## src/rtl/floor_request_scheduler.sv

```systemverilog
// floor_request_scheduler
// Latches per-floor call buttons, runs SCAN direction control and drives a
// registered target floor into the elevator control unit's request input.
// It watches the control unit's motion/door/floor outputs so that it can
// retire calls and keep the target legal for the unit's move/stop rules.
//
// Ports:
//   clk            system clock, all state updates on the rising edge
//   reset          synchronous, active-high; clears all state
//   call_req       call buttons, bit f = floor f (level or pulse)
//   cur_floor      control unit floor output
//   moving_up      control unit up output
//   moving_down    control unit down output
//   door_open      control unit open output
//   target_floor   registered request floor to the control unit
//   pending        latched outstanding calls
//   dir            scan direction: 00 IDLE, 01 UP, 10 DOWN
//   serviced       one-cycle pulse when a call is retired
//   serviced_floor floor retired; valid while serviced is high
module floor_request_scheduler #(
   parameter int NUM_FLOORS = 8,
   parameter int FLOOR_BITS = 3
) (
   input  logic                  clk,
   input  logic                  reset,
   input  logic [NUM_FLOORS-1:0] call_req,
   input  logic [FLOOR_BITS-1:0] cur_floor,
   input  logic                  moving_up,
   input  logic                  moving_down,
   input  logic                  door_open,
   output logic [FLOOR_BITS-1:0] target_floor,
   output logic [NUM_FLOORS-1:0] pending,
   output logic [1:0]            dir,
   output logic                  serviced,
   output logic [FLOOR_BITS-1:0] serviced_floor
);

   localparam int FLOOR_SPAN = 1 << FLOOR_BITS;

   typedef enum logic [1:0] {
      DIR_IDLE = 2'b00,
      DIR_UP   = 2'b01,
      DIR_DOWN = 2'b10
   } dir_t;

   dir_t                  dir_q;
   dir_t                  dir_next;
   logic                  door_q;
   logic                  door_qq;
   logic [FLOOR_SPAN-1:0] valid_map;
   logic [FLOOR_SPAN-1:0] pend_ext;
   logic                  floor_ok;
   logic                  has_above;
   logic                  has_below;
   logic                  stopped;
   logic                  retire_a;
   logic                  retire_b;
   logic                  retire;
   logic [FLOOR_BITS-1:0] lowest_above;
   logic [FLOOR_BITS-1:0] highest_below;
   logic [FLOOR_BITS-1:0] dist_up;
   logic [FLOOR_BITS-1:0] dist_down;
   logic [FLOOR_BITS-1:0] target_next;
   logic [NUM_FLOORS-1:0] clear_mask;

   // Decode the pending map relative to the car: which floors are served,
   // whether any call lies above/below, and the nearest call on each side.
   // Maps are widened to the full floor-index range so an out-of-range
   // cur_floor indexes a zero bit instead of running off the vector.
   always_comb begin
      valid_map     = '0;
      pend_ext      = '0;
      has_above     = 1'b0;
      has_below     = 1'b0;
      lowest_above  = cur_floor;
      highest_below = cur_floor;
      for (int i = 0; i < NUM_FLOORS; i++) begin
         valid_map[i] = 1'b1;
         pend_ext[i]  = pending[i];
      end
      for (int i = NUM_FLOORS - 1; i >= 0; i--) begin
         if (pending[i] && (i > int'(cur_floor))) begin
            has_above    = 1'b1;
            lowest_above = FLOOR_BITS'(i);
         end
      end
      for (int i = 0; i < NUM_FLOORS; i++) begin
         if (pending[i] && (i < int'(cur_floor))) begin
            has_below     = 1'b1;
            highest_below = FLOOR_BITS'(i);
         end
      end
   end

   assign floor_ok  = valid_map[cur_floor];
   assign stopped   = !moving_up && !moving_down;
   assign dist_up   = lowest_above - cur_floor;
   assign dist_down = cur_floor - highest_below;

   // A door opening is detected on the registered door copy, so the call is
   // retired one cycle after the opening is first sampled. A call at the
   // current floor while stopped is retired directly, because the control
   // unit never opens its door for a request equal to the current floor.
   assign retire_a = door_q && !door_qq && floor_ok;
   assign retire_b = stopped && !door_open && floor_ok && pend_ext[cur_floor];
   assign retire   = retire_a || retire_b;

   // Clear mask for the retired floor; applied after the set so a new press
   // of the same floor on the retiring edge is dropped.
   always_comb begin
      clear_mask = '0;
      for (int i = 0; i < NUM_FLOORS; i++) begin
         clear_mask[i] = retire && (i == int'(cur_floor));
      end
   end

   // SCAN direction decision. Frozen while the door is open or the car
   // reports an unserved floor. From IDLE the nearest call wins, ties go UP.
   always_comb begin
      dir_next = dir_q;
      if (!door_open && floor_ok) begin
         case (dir_q)
            DIR_IDLE: begin
               if (has_above && has_below)
                  dir_next = (dist_up <= dist_down) ? DIR_UP : DIR_DOWN;
               else if (has_above)
                  dir_next = DIR_UP;
               else if (has_below)
                  dir_next = DIR_DOWN;
            end
            DIR_UP: begin
               if (!has_above && !moving_up)
                  dir_next = has_below ? DIR_DOWN : DIR_IDLE;
            end
            DIR_DOWN: begin
               if (!has_below && !moving_down)
                  dir_next = has_above ? DIR_UP : DIR_IDLE;
            end
            default: dir_next = DIR_IDLE;
         endcase
      end
   end

   // Target selection. While moving the target may only be pulled closer
   // in the direction of travel, so it never points behind the car. When
   // stopped it follows the next direction, which lets a fresh call reach
   // the target one cycle after it is latched.
   always_comb begin
      target_next = target_floor;
      if (floor_ok && !door_open) begin
         if (moving_up) begin
            if (has_above && (lowest_above < target_floor))
               target_next = lowest_above;
         end else if (moving_down) begin
            if (has_below && (highest_below > target_floor))
               target_next = highest_below;
         end else if ((dir_next == DIR_UP) && has_above) begin
            target_next = lowest_above;
         end else if ((dir_next == DIR_DOWN) && has_below) begin
            target_next = highest_below;
         end else begin
            target_next = cur_floor;
         end
      end
   end

   // State and registered outputs. Reset overrides everything, including a
   // reset arriving mid-move or with the door open.
   always_ff @(posedge clk) begin
      if (reset) begin
         door_q         <= 1'b0;
         door_qq        <= 1'b0;
         pending        <= '0;
         dir_q          <= DIR_IDLE;
         target_floor   <= '0;
         serviced       <= 1'b0;
         serviced_floor <= '0;
      end else begin
         door_q       <= door_open;
         door_qq      <= door_q;
         pending      <= (pending | call_req) & ~clear_mask;
         dir_q        <= dir_next;
         target_floor <= target_next;
         serviced     <= retire;
         if (retire)
            serviced_floor <= cur_floor;
      end
   end

   assign dir = dir_q;

endmodule

```

## config.mk

```make
export PLATFORM = sky130hd
export DESIGN_NAME = floor_request_scheduler
export DESIGN_NICKNAME = d
export VERILOG_FILES = /design/src/rtl/floor_request_scheduler.sv
export SDC_FILE = /design/constraint.sdc
export NUM_CORES = 1
export LEC_CHECK = 0
export CAP_MARGIN = 20
export CORE_AREA = 2 2 62 64
export DETAILED_ROUTE_END_ITERATION = 16
export DIE_AREA = 0 0 64 66
export PLACE_DENSITY = 0.87
export SKIP_CTS_REPAIR_TIMING = 1
export SYNTH_ARGS = -nofsm -noshare
export SYNTH_HDL_FRONTEND = slang
export SYNTH_SLANG_ARGS = --single-unit
export TNS_END_PERCENT = 20
```

## constraint.sdc

```tcl
create_clock -name clk -period 5 [get_ports clk]
set_input_delay 0.5 -clock clk [delete_from_list [all_inputs] [get_ports clk]]
set_output_delay 0.5 -clock clk [all_outputs]
set_load 0.02 [all_outputs]
```

==> metrics.txt, run 1 <==
status=complete, no violations; Via Count=1,778; Least-Margin Pin Slew=0.788 ns; GP Congestion=0.926; CP Capture Point=target_floor[2]; Synth area leaders=dfxtp_1 (21%), ha_1 (7.0%), nor2_1 (6.1%), inv_1 (3.6%), a21oi_1 (3.1%); clock share of power=13.5%; post-synthesis sequential area ratio=21.3%; CTS tree=yes; core area=0.00355 sq mm; prevailing post-synth register cell=dfxtp_1; mux share of post-synthesis cell area=3.92%; P per Cell Area=274 mW/mm^2; r2r endpoint=target_floor[2]; Reg-to-Reg Start=pending[5]; Reg clk slew, reported paths=0.10 ns; Die Wd=64 um; DR WL/cell=between 15 and 20 um; switching pwr=0.255 mW; Die Area=0.00422 sq mm; DIE HEIGHT=66 um; Min Clock Period, post-route=4.59 ns; clk_skew=0.0105 ns; Leak Pwr=0.858 nW; worst-path cell chain=clkdlybuf4s50_1 > buf_4 > nor2_1 > nor2b_1 > o311ai_0 > a32oi_1 > nor2_1 > ha_1 > inv_1 > fa_1 > xor2_1 > ha_1 > nor2_1 > a31oi_1 > nand2_1 > a2111oi_4 > a211oi_2 > or3_1 > a31o_1 > a221oi_2; row cnt=22; Synth Register Bits=19; Adder-Cell Fraction of Synth Area=9.24%; HPWL Detailed=3690 um; Root Buffer=clkbuf_4; Distinct cells, synth=70; Crit Path Class=in -> reg; Final Cycle Share=between 90 and 100%; Vias/cell=6.05; number of global-route vias before repair=around 1,700; CP Data Required Time=about 5.2 ns; initial core utilization=50.3%; setup_tns=0 ns; logic gate share of total power=55.0%; Clock Sinks=19; DRT iter0 DRCs=71; Startpoint Class=primary input; worst r2r path cells=15; GRT Residual Overflow=0; share of power burned in registers=31.5%; WP data arrival=4.81 ns; FFs w/ async S/R, synth=0%; Peak VDD IR=0.191 mV; initial antenna violation count=0; TritonCTS buffer count=3; worst rel slew slack=between 40 and 50%; endpoints failing setup=0; R2R setup slack=0.89 ns; Nets=275; Post-synth EDFFs=0; share of Yosys cell area claimed by the top area cell type=a little over a fifth; worst-path fanout max=10; Min Hold Slack=approximately 0.49 ns; first-pass iteration count of the detailed router=4; max-cap check violation count=0; number of I/O port buffers=32; crit path launch=cur_floor[2]; DRC=0; largest net degree at the start of global routing=21; Design Area, Final=roughly 0.0022 sq mm; Fin. Hold Viols=0; largest family of logic cells by synthesized area=compound AO/OA/AOI/OAI gates; Yosys top cell by area=dfxtp_1; Sw Ratio=a little over two fifths; Syn Inst Count=between 200 and 250; crit-path max cell delay=0.49 ns; share of post-route cells with drive strength above 1=around 14%; internal power=0.349 mW; IO Pins=33; GRT Total Usage=24.1%; Critical-path top delay cell=clkdlybuf4s50_1; Synth Area in Simple Gates=21.1%; CP most frequent cell=nor2_1; Final Slew Violations=0; crit path capture type=flop; Synth Warn #=0; Post-Synth XOR/XNOR Area=0.980%; Peak Freq=0.218 GHz; RSZ-0062 raised after global routing=false; wire length of the first global-routing pass=8040 um; area delta synth->final=23.3%; synthesized cell area=0.00179 sq mm; CTS HTree Levels=1; CTS Buffer Depth=2; Synth Net Count=240; Worst-Skew Late Latency=0.31 ns; Hold Crit Class=reg -> reg; Routed Antenna Nets=0; Syn Area/Cell=~8.4 sq um; final wirelength=4750 um; diode count=0; placed cell areas=approximately 0.0022 sq mm; Synth Area in Compound Gates=36.4%
-- cells in the final DEF, fill, tap and decap left out, types with 2 or more instances in the layout --
master,synthesis,layout
o211ai_1,3,3
nor3_1,3,3
buf_4,0,9
clkbuf_4,0,3
nor4_1,2,2
o21ai_1,2,2
nand2b_1,2,2
inv_1,17,17
fa_1,2,2
nor2_2,2,2
clkdlybuf4s50_1,0,32
a311oi_1,5,5
a21boi_0,2,2
nand2_1,14,14
dfxtp_1,19,19
a22o_1,2,2
nor2_1,29,29
or3_1,2,2
a21o_1,2,2
o21bai_1,3,3
nand3_1,3,3
nor2b_1,8,8
a31oi_1,3,3
a21oi_1,11,11
o21ai_0,9,9
ha_1,10,10
a211oi_1,3,3
a211oi_2,2,2
-- layout make-up --
cell class | count | area (sq um)
well taps | 48 | 60.1
clock buffers | 4 | 26.3
repair buffers | 41 | 388
inverters | 18 | 67.6
multi-input cells | 164 | 1280
fillers | 303 | 1350
flip-flops and latches | 19 | 380
-- synthesized netlist by cell type (3+ instances only) --
cell / number
a211oi_1: 3
a21oi_1: 11
a311oi_1: 5
a31oi_1: 3
clkbuf_1: 7
dfxtp_1: 19
ha_1: 10
inv_1: 17
nand2_1: 14
nand3_1: 3
nor2_1: 29
nor2b_1: 8
nor3_1: 3
o211ai_1: 3
o21ai_0: 9
o21bai_1: 3
-- critical path: cells and delay by family --
kind	cells	cell delay (ns)
AND/OR/NAND/NOR	6	1.00
XOR/XNOR	1	0.17
AO/OA/AOI/OAI	7	1.51
adder cells (fa/ha/maj)	3	0.87
buffers and inverters	3	0.75
-- worst min-delay path by stage --
stage                       from  endpoint  slack [ns]  cells past startpoint
after global routing      door_q   door_qq        0.50                      1
after global placement    door_q   door_qq        0.47                      1
after floorplan           door_q   door_qq        0.46                      1
final                     door_q   door_qq        0.49                      1
after CTS                 door_q   door_qq        0.49                      1
after detailed placement  door_q   door_qq        0.47                      1
-- routing by layer --
layer	wire, um	part of all wire (%)	global-route usage [%]
met5	0	0	0
met2	2280	48	40.2
met1	2100	44	32.0
met3	294	6.2	1.70
met4	78	1.6	10.3
-- flip-flops by register name, summed over array words and instances, names as in the netlist --
| register | flops |
|---|---|
| pending | 8 |
| serviced_floor | 3 |
| target_floor | 3 |
| dir | 2 |
| door_q | 1 |
| door_qq | 1 |
| serviced | 1 |
-- power by group through the flow --
stage	Clock [mW]	Sequential (mW)	Combinational [mW]
floorplan	0	0.205	0.220
global placement	0	0.192	0.321
detailed placement	0	0.193	0.330
CTS	0.0830	0.190	0.332
global route	0.0899	0.193	0.364
finish	0.0815	0.191	0.333
-- kinds of logic (layout without fill, tap and decap cells) --
logic type                 after synthesis  count (layout)
DFF                                     19              19
adders and majority gates               12              12
buffers and inverters                   29              63
muxes                                    4               4
AOI/OAI and AO/OA                       71              71
xor gates and xnor gates                 2               2
and+or+nand+nor                         75              75
-- metrics by stage --
step,instances,worst slack [ns],util (%),power [mW]
global route,294,0.159,62.1,0.647
finish,294,0.411,62.1,0.605
floorplan,212,0.933,-,0.425
CTS,294,0.437,62.1,0.604
global placement,290,0.174,61.3,0.513
detailed placement,290,0.137,61.3,0.523
No activity file was read; power rests on OpenSTA's default activity.
==> run 2: changes to the inputs <==
- TNS_END_PERCENT: 20 -> 50
==> results of run 2 <==
The final DEF is identical to that of run 1; final timing and power are the same.
